--- src/rtl/cnn16_pkg.sv ---
// Shared constants and dumper FSM state type for the CNN16 memory dumper.
// CSUM states exist only when CNN16_DUMP_CHECKSUM_EN is defined.
package cnn16_pkg;

  localparam int unsigned ADDR_W = 12;
  localparam int unsigned DATA_W = 16;
  localparam int unsigned BYTE_W = 8;
  localparam int unsigned LEN_W  = ADDR_W + 1;

  typedef enum logic [2:0] {
    IDLE    = 3'd0,
    READ    = 3'd1,
    WAIT    = 3'd2,
    SEND_HI = 3'd3,
    SEND_LO = 3'd4,
`ifdef CNN16_DUMP_CHECKSUM_EN
    CSUM_HI = 3'd5,
    CSUM_LO = 3'd6,
`endif
    FIN     = 3'd7
  } dump_state_e;

endpackage

--- src/rtl/cnn16_mem_dumper.sv ---
// Streams a block of 16-bit RAM words out as bytes (high byte first) over a valid/ready link.
// Optional trailing 16-bit checksum when CNN16_DUMP_CHECKSUM_EN is defined.
module cnn16_mem_dumper
  import cnn16_pkg::*;
(
  input  logic              clkn,
  input  logic              rstn,
  input  logic              start,
  input  logic [ADDR_W-1:0] start_adr,
  input  logic [LEN_W-1:0]  length,
  output logic [ADDR_W-1:0] mem_adr,
  output logic              mem_re,
  input  logic [DATA_W-1:0] mem_rdata,
  output logic [BYTE_W-1:0] byte_out,
  output logic              byte_valid,
  input  logic              byte_ready,
  output logic              busy,
  output logic              done
);

  dump_state_e       state_q, state_d;
  logic [ADDR_W-1:0] adr_q, adr_d;
  logic [LEN_W-1:0]  cnt_q, cnt_d;
  logic [DATA_W-1:0] word_q, word_d;
`ifdef CNN16_DUMP_CHECKSUM_EN
  logic [DATA_W-1:0] csum_q, csum_d;
`endif

  logic [ADDR_W-1:0] mem_adr_q, mem_adr_d;
  logic              mem_re_q, mem_re_d;
  logic [BYTE_W-1:0] byte_out_q, byte_out_d;
  logic              byte_valid_q, byte_valid_d;
  logic              busy_q, busy_d;
  logic              done_q, done_d;

  // Next-state, datapath and registered-output logic
  always_comb begin
    state_d      = state_q;
    adr_d        = adr_q;
    cnt_d        = cnt_q;
    word_d       = word_q;
`ifdef CNN16_DUMP_CHECKSUM_EN
    csum_d       = csum_q;
`endif
    mem_re_d     = 1'b0;
    mem_adr_d    = mem_adr_q;
    byte_valid_d = 1'b0;
    byte_out_d   = byte_out_q;
    busy_d       = 1'b0;
    done_d       = 1'b0;

    unique case (state_q)
      IDLE: begin
        if (start) begin
`ifdef CNN16_DUMP_CHECKSUM_EN
          csum_d = '0;
`endif
          if (length != '0) begin
            adr_d   = start_adr;
            cnt_d   = length;
            state_d = READ;
          end else begin
            state_d = FIN;
          end
        end
      end
      READ: state_d = WAIT;
      WAIT: begin
        word_d  = mem_rdata;
`ifdef CNN16_DUMP_CHECKSUM_EN
        csum_d  = csum_q + mem_rdata;
`endif
        state_d = SEND_HI;
      end
      SEND_HI: begin
        if (byte_ready) state_d = SEND_LO;
      end
      SEND_LO: begin
        if (byte_ready) begin
          if (cnt_q > LEN_W'(1)) begin
            cnt_d   = cnt_q - LEN_W'(1);
            adr_d   = adr_q + ADDR_W'(1);
            state_d = READ;
          end else begin
`ifdef CNN16_DUMP_CHECKSUM_EN
            state_d = CSUM_HI;
`else
            state_d = FIN;
`endif
          end
        end
      end
`ifdef CNN16_DUMP_CHECKSUM_EN
      CSUM_HI: begin
        if (byte_ready) state_d = CSUM_LO;
      end
      CSUM_LO: begin
        if (byte_ready) state_d = FIN;
      end
`endif
      FIN:     state_d = IDLE;
      default: state_d = IDLE;
    endcase

    // Outputs are registered from the state being entered
    busy_d = (state_d != IDLE);
    done_d = (state_d == FIN);
    if (state_d == READ) begin
      mem_re_d  = 1'b1;
      mem_adr_d = adr_d;
    end
    unique case (state_d)
      SEND_HI: begin
        byte_valid_d = 1'b1;
        byte_out_d   = word_d[DATA_W-1:BYTE_W];
      end
      SEND_LO: begin
        byte_valid_d = 1'b1;
        byte_out_d   = word_d[BYTE_W-1:0];
      end
`ifdef CNN16_DUMP_CHECKSUM_EN
      CSUM_HI: begin
        byte_valid_d = 1'b1;
        byte_out_d   = csum_d[DATA_W-1:BYTE_W];
      end
      CSUM_LO: begin
        byte_valid_d = 1'b1;
        byte_out_d   = csum_d[BYTE_W-1:0];
      end
`endif
      default: byte_valid_d = 1'b0;
    endcase
  end

  always_ff @(posedge clkn or negedge rstn) begin
    if (!rstn) begin
      state_q      <= IDLE;
      adr_q        <= '0;
      cnt_q        <= '0;
      word_q       <= '0;
`ifdef CNN16_DUMP_CHECKSUM_EN
      csum_q       <= '0;
`endif
      mem_adr_q    <= '0;
      mem_re_q     <= 1'b0;
      byte_out_q   <= '0;
      byte_valid_q <= 1'b0;
      busy_q       <= 1'b0;
      done_q       <= 1'b0;
    end else begin
      state_q      <= state_d;
      adr_q        <= adr_d;
      cnt_q        <= cnt_d;
      word_q       <= word_d;
`ifdef CNN16_DUMP_CHECKSUM_EN
      csum_q       <= csum_d;
`endif
      mem_adr_q    <= mem_adr_d;
      mem_re_q     <= mem_re_d;
      byte_out_q   <= byte_out_d;
      byte_valid_q <= byte_valid_d;
      busy_q       <= busy_d;
      done_q       <= done_d;
    end
  end

  assign mem_adr    = mem_adr_q;
  assign mem_re     = mem_re_q;
  assign byte_out   = byte_out_q;
  assign byte_valid = byte_valid_q;
  assign busy       = busy_q;
  assign done       = done_q;

endmodule

--- config.mk ---
export PLATFORM = sky130hd
export DESIGN_NAME = cnn16_mem_dumper
export DESIGN_NICKNAME = d
export VERILOG_FILES = /design/src/rtl/cnn16_pkg.sv /design/src/rtl/cnn16_mem_dumper.sv
export SDC_FILE = /design/constraint.sdc
export NUM_CORES = 1
export LEC_CHECK = 0
export CAP_MARGIN = 20
export CORE_MARGIN = 4
export CORE_UTILIZATION = 23
export DETAILED_ROUTE_END_ITERATION = 7
export PLACE_DENSITY_LB_ADDON = 0.08
export SYNTH_ARGS = -nofsm -noshare
export SYNTH_HDL_FRONTEND = slang
export SYNTH_SLANG_ARGS = --single-unit
export TNS_END_PERCENT = 1
--- constraint.sdc ---
create_clock -name clkn -period 2.4 [get_ports clkn]
set_input_delay 0.48 -clock clkn [delete_from_list [all_inputs] [get_ports clkn]]
set_output_delay 0.48 -clock clkn [all_outputs]
set_load 0.005 [all_outputs]
==> run_summary.xml, run 1 <==
<?xml version="1.0" encoding="UTF-8"?>
<metrics>
  <group name="place">
    <metric name="total_of_buffers_placed_on_input_and_output_ports" unit="">68</metric>
    <metric name="gpl.final_weighted_congestion" unit="">0.785</metric>
    <metric name="postPlaceCellArea" unit="um2">4650</metric>
    <metric name="dp_hpwl" unit="mm">7.44</metric>
  </group>
  <group name="worst_hold_path">
    <metric name="hold_path.class" unit="">in2async</metric>
  </group>
  <group name="finish">
    <metric name="final_layout_size_suffix_gt1_share" unit="%">21.7</metric>
    <metric name="layout-area-overhead-vs-synth" unit="%">42.7</metric>
    <metric name="post-route-cell-area" unit="um2">4970</metric>
    <metric name="final_nets" unit="">495</metric>
    <metric name="antenna_cells_inserted" unit="">0</metric>
  </group>
  <group name="run_status">
    <metric name="run_status" unit="">completed</metric>
  </group>
  <group name="detailed_routing">
    <metric name="total_wire_length" unit="mm">10.2</metric>
    <metric name="route.detailed.wl_per_inst" unit="um">16.0</metric>
    <metric name="route.vias.total" unit="">2981</metric>
    <metric name="antenna_left" unit="">0</metric>
    <metric name="drt_drc_violations_left" unit="">0</metric>
    <metric name="post_drt_via_cell_ratio" unit="">4.69</metric>
    <metric name="detail_route.first_pass.iterations" unit="">4</metric>
    <metric name="drtIter0Drc" unit="">81</metric>
  </group>
  <group name="critical_path">
    <metric name="cell_mode_on_critical_path" unit="">sky130_fd_sc_hd__buf_4</metric>
    <metric name="type_of_origin_of_the_critical_path" unit="">primary input</metric>
    <metric name="crit_arrival" unit="ns">2.41</metric>
    <metric name="path_class" unit="">in2reg</metric>
    <metric name="cp_cell_sequence" unit="">clkdlybuf4s50_1 &gt; nor4_2 &gt; buf_4 &gt; and4_1 &gt; nor3_4 &gt; buf_4 &gt; o221a_2 &gt; mux2_4</metric>
    <metric name="end_kind" unit="">flip-flop</metric>
    <metric name="worst_ep_required_time" unit="ns">2.63</metric>
    <metric name="cp_slowest_cell" unit="">sky130_fd_sc_hd__clkdlybuf4s50_1</metric>
    <metric name="slowest_delay" unit="ns">0.44</metric>
    <metric name="timing.critical_path.fanout_max" unit="">5</metric>
  </group>
  <group name="synthesis">
    <metric name="syn_avg_cell_area" unit="um2">10.3</metric>
    <metric name="yosys_most_used_dff" unit="">sky130_fd_sc_hd__dfrtp_1</metric>
    <metric name="synthMostInstantiatedCell" unit="">sky130_fd_sc_hd__dfrtp_1</metric>
    <metric name="number_of_enable_flip_flop_cells_after_synthesis" unit="">0</metric>
    <metric name="post_synth_most_frequent_cells" unit="">68 x sky130_fd_sc_hd__dfrtp_1, 35 x sky130_fd_sc_hd__nor2_1, 25 x sky130_fd_sc_hd__a21oi_1</metric>
    <metric name="ys_ff_latch" unit="">68</metric>
    <metric name="asyncSetResetFlopFracSynth" unit="%">100</metric>
    <metric name="cells_taking_the_most_area_after_synthesis" unit="">sky130_fd_sc_hd__dfrtp_1 49%, sky130_fd_sc_hd__nor2_1 3.8%, sky130_fd_sc_hd__a21oi_1 3.6%</metric>
    <metric name="synth.cell_area" unit="um2">3490</metric>
    <metric name="synth_nets" unit="">387</metric>
    <metric name="yosysUniqueCellTypes" unit="">62</metric>
    <metric name="synth_cells" unit="">339</metric>
    <metric name="synth_sequential_area_ratio" unit="%">48.8</metric>
    <metric name="yosys.area.top_type" unit="">sky130_fd_sc_hd__dfrtp_1</metric>
    <metric name="yosys_warnings" unit="">0</metric>
    <metric name="synth_top_cell_area_share" unit="%">48.8</metric>
  </group>
  <group name="timing">
    <metric name="setup-violations-final" unit="">0</metric>
    <metric name="final-max-slew-violation-count" unit="">0</metric>
    <metric name="final.period_utilization" unit="%">90.9</metric>
    <metric name="tightest_slew" unit="ns">0.573</metric>
    <metric name="hold_slack" unit="ns">0.130</metric>
    <metric name="rsz0062_at_grt" unit="">no</metric>
    <metric name="timing.max_slew.rel_slack" unit="%">61.8</metric>
    <metric name="timing.final.hold_violations" unit="">0</metric>
    <metric name="fmax" unit="MHz">459</metric>
    <metric name="post-route-min-period" unit="ns">2.18</metric>
    <metric name="clock_skew" unit="ns">0.00616</metric>
  </group>
  <group name="die">
    <metric name="initial_utilization" unit="%">23.7</metric>
    <metric name="core_region_area" unit="um2">14700</metric>
    <metric name="die_height" unit="um">131</metric>
    <metric name="horizontal_extent_of_the_die" unit="um">131</metric>
    <metric name="die-area" unit="um2">17200</metric>
    <metric name="io_pins" unit="">69</metric>
    <metric name="num_rows" unit="">44</metric>
  </group>
  <group name="flow_run">
    <metric name="max_capacitance_violation_count" unit="">0</metric>
  </group>
  <group name="clock_network">
    <metric name="cts_max_level" unit="">3</metric>
    <metric name="clk_path_buf_depth" unit="">2</metric>
    <metric name="post_cts_resize_count" unit="">0</metric>
    <metric name="postCtsSetupRepairBufs" unit="">0</metric>
    <metric name="cts_tree" unit="">built</metric>
    <metric name="clk_latency" unit="ns">0.34</metric>
    <metric name="clock-root-buffer" unit="">sky130_fd_sc_hd__clkbuf_16</metric>
    <metric name="tritoncts_sink_count" unit="">68</metric>
    <metric name="cts-buffers-inserted" unit="">9</metric>
    <metric name="clkSlewWorstSetupHoldPaths" unit="ns">0.06</metric>
    <metric name="post_cts_hold_buffer_count" unit="">0</metric>
  </group>
  <group name="global_route">
    <metric name="maximum_number_of_pins_on_one_net_before_global_route_repair" unit="">47</metric>
    <metric name="grt_antenna_before_repair" unit="">0</metric>
    <metric name="grt_remaining_overflow" unit="">0</metric>
    <metric name="globalRoute.busiestLayer" unit="">met2</metric>
    <metric name="grt_pass1_wl" unit="mm">17.1</metric>
    <metric name="gr-usage-met1" unit="%">16.9</metric>
    <metric name="groute.layer.met3.usage" unit="%">3.56</metric>
    <metric name="met2_usage" unit="%">19.2</metric>
    <metric name="first_global_vias" unit="">3098</metric>
    <metric name="grtUsageTotal" unit="%">12.5</metric>
  </group>
  <group name="power">
    <metric name="power-per-cell-area" unit="nW/um2">1210</metric>
    <metric name="leakage_power_summed_over_all_cells" unit="nW">2.06</metric>
    <metric name="ir_drop" unit="V">0.000434</metric>
  </group>
</metrics>
cell type report:
type | instances | area (um2)
Fill cell | 1485 | 9720
Timing Repair Buffer | 113 | 1030
Clock inverter | 7 | 81.3
Multi-Input combinational cell | 243 | 1660
Sequential cell | 68 | 1700
Inverter | 12 | 47.5
Tap cell | 184 | 230
Clock buffer | 9 | 225
state kept, by name, indices dropped and copies added, names as in the netlist:
name,cells
word_q,16
cnt_q,13
adr_q,12
mem_adr,12
byte_out,8
state_q,3
busy,1
byte_valid,1
done,1
mem_re,1
through the flow:
| step | std cells | total power (W) | utilization (%) | TNS [ns] | worst slack, ns |
|---|---|---|---|---|---|
| 5_1_grt | 636 | 0.00651 | 33.8 | 0 | 0.0691 |
| 6_report | 636 | 0.00603 | 33.8 | 0 | 0.219 |
| 3_3_place_gp | 620 | 0.00469 | 31.6 | -2.65 | -0.253 |
| 4_1_cts | 636 | 0.00614 | 33.7 | 0 | 0.0709 |
| 3_5_place_dp | 620 | 0.00471 | 31.6 | -3.31 | -0.281 |
| 2_1_floorplan | 339 | 0.00363 | - | 0 | 0.429 |
routing by layer:
layer	up-vias	wire length, um
li1	1479	-
met1	1411	4960
met2	78	4590
met3	13	498
met4	0	155
met5	-	0
kinds of logic (layout without fill, tap and decap cells):
kind of cell / after synthesis / in the layout / synth area share (%)
and+or+nand+nor: 115 / 115 / 18.0
AOI/OAI and AO/OA: 99 / 99 / 18.9
DFF: 68 / 68 / 48.8
buffers and inverters: 28 / 141 / 4.27
muxes: 26 / 26 / 8.93
adders and majority gates: 3 / 3 / 1.08
cells in the final DEF, fill, tap and decap left out, types with 3 or more instances in the layout:
master and count:
sky130_fd_sc_hd__inv_6 3, sky130_fd_sc_hd__inv_1 11, sky130_fd_sc_hd__o21ai_0 18, sky130_fd_sc_hd__clkdlybuf4s50_1 67
sky130_fd_sc_hd__o22ai_1 13, sky130_fd_sc_hd__nand2b_1 6, sky130_fd_sc_hd__and4_1 5, sky130_fd_sc_hd__and3_1 5
sky130_fd_sc_hd__o21a_1 3, sky130_fd_sc_hd__mux2_2 9, sky130_fd_sc_hd__a21oi_1 25, sky130_fd_sc_hd__a311oi_1 3
sky130_fd_sc_hd__a21o_1 4, sky130_fd_sc_hd__nand2_1 23, sky130_fd_sc_hd__clkbuf_16 9, sky130_fd_sc_hd__ha_1 3
sky130_fd_sc_hd__nor3_1 9, sky130_fd_sc_hd__o22a_1 4, sky130_fd_sc_hd__mux2_4 8, sky130_fd_sc_hd__buf_4 44
sky130_fd_sc_hd__dfrtp_1 68, sky130_fd_sc_hd__nor4_1 3, sky130_fd_sc_hd__mux2i_1 9, sky130_fd_sc_hd__nand4_1 4
sky130_fd_sc_hd__nor2_1 34, sky130_fd_sc_hd__nand3_1 4, sky130_fd_sc_hd__o2bb2ai_1 4, sky130_fd_sc_hd__a31oi_1 3
worst max-delay path: cells and delay by family:
kind,cells,cell delay [ns]
buf+inv,3,0.78
simple gates,3,0.63
compound gates,1,0.27
mux,1,0.25
power by group:
group | total [W] | switching, W | leakage [nW] | internal [W]
Clock | 0.00137 | 0.000550 | 0.147 | 0.000818
Combinational | 0.00251 | 0.00116 | 1.12 | 0.00135
Sequential | 0.00216 | 0.000444 | 0.794 | 0.00171
final timing paths:
check / from / to / slack (ns) / cells past startpoint
max: length[1] / mem_adr[9] / 0.22 / 8
min: rstn / word_q[11] / 0.13 / 1
max reg2reg: cnt_q[1] / mem_adr[8] / 0.25 / 8
min reg2reg: word_q[11] / word_q[11] / 0.48 / 2
max in group asynchronous: rstn / adr_q[11] / 1.61 / 2
min in group clkn: word_q[11] / word_q[11] / 0.48 / 2
No activity file was read; power rests on OpenSTA's default activity.
==> run 2: changes to the inputs <==
- ABC_CLOCK_PERIOD_IN_PS: default -> 2400
==> results of run 2 <==
The final DEF is identical to that of run 1; final timing and power are the same.
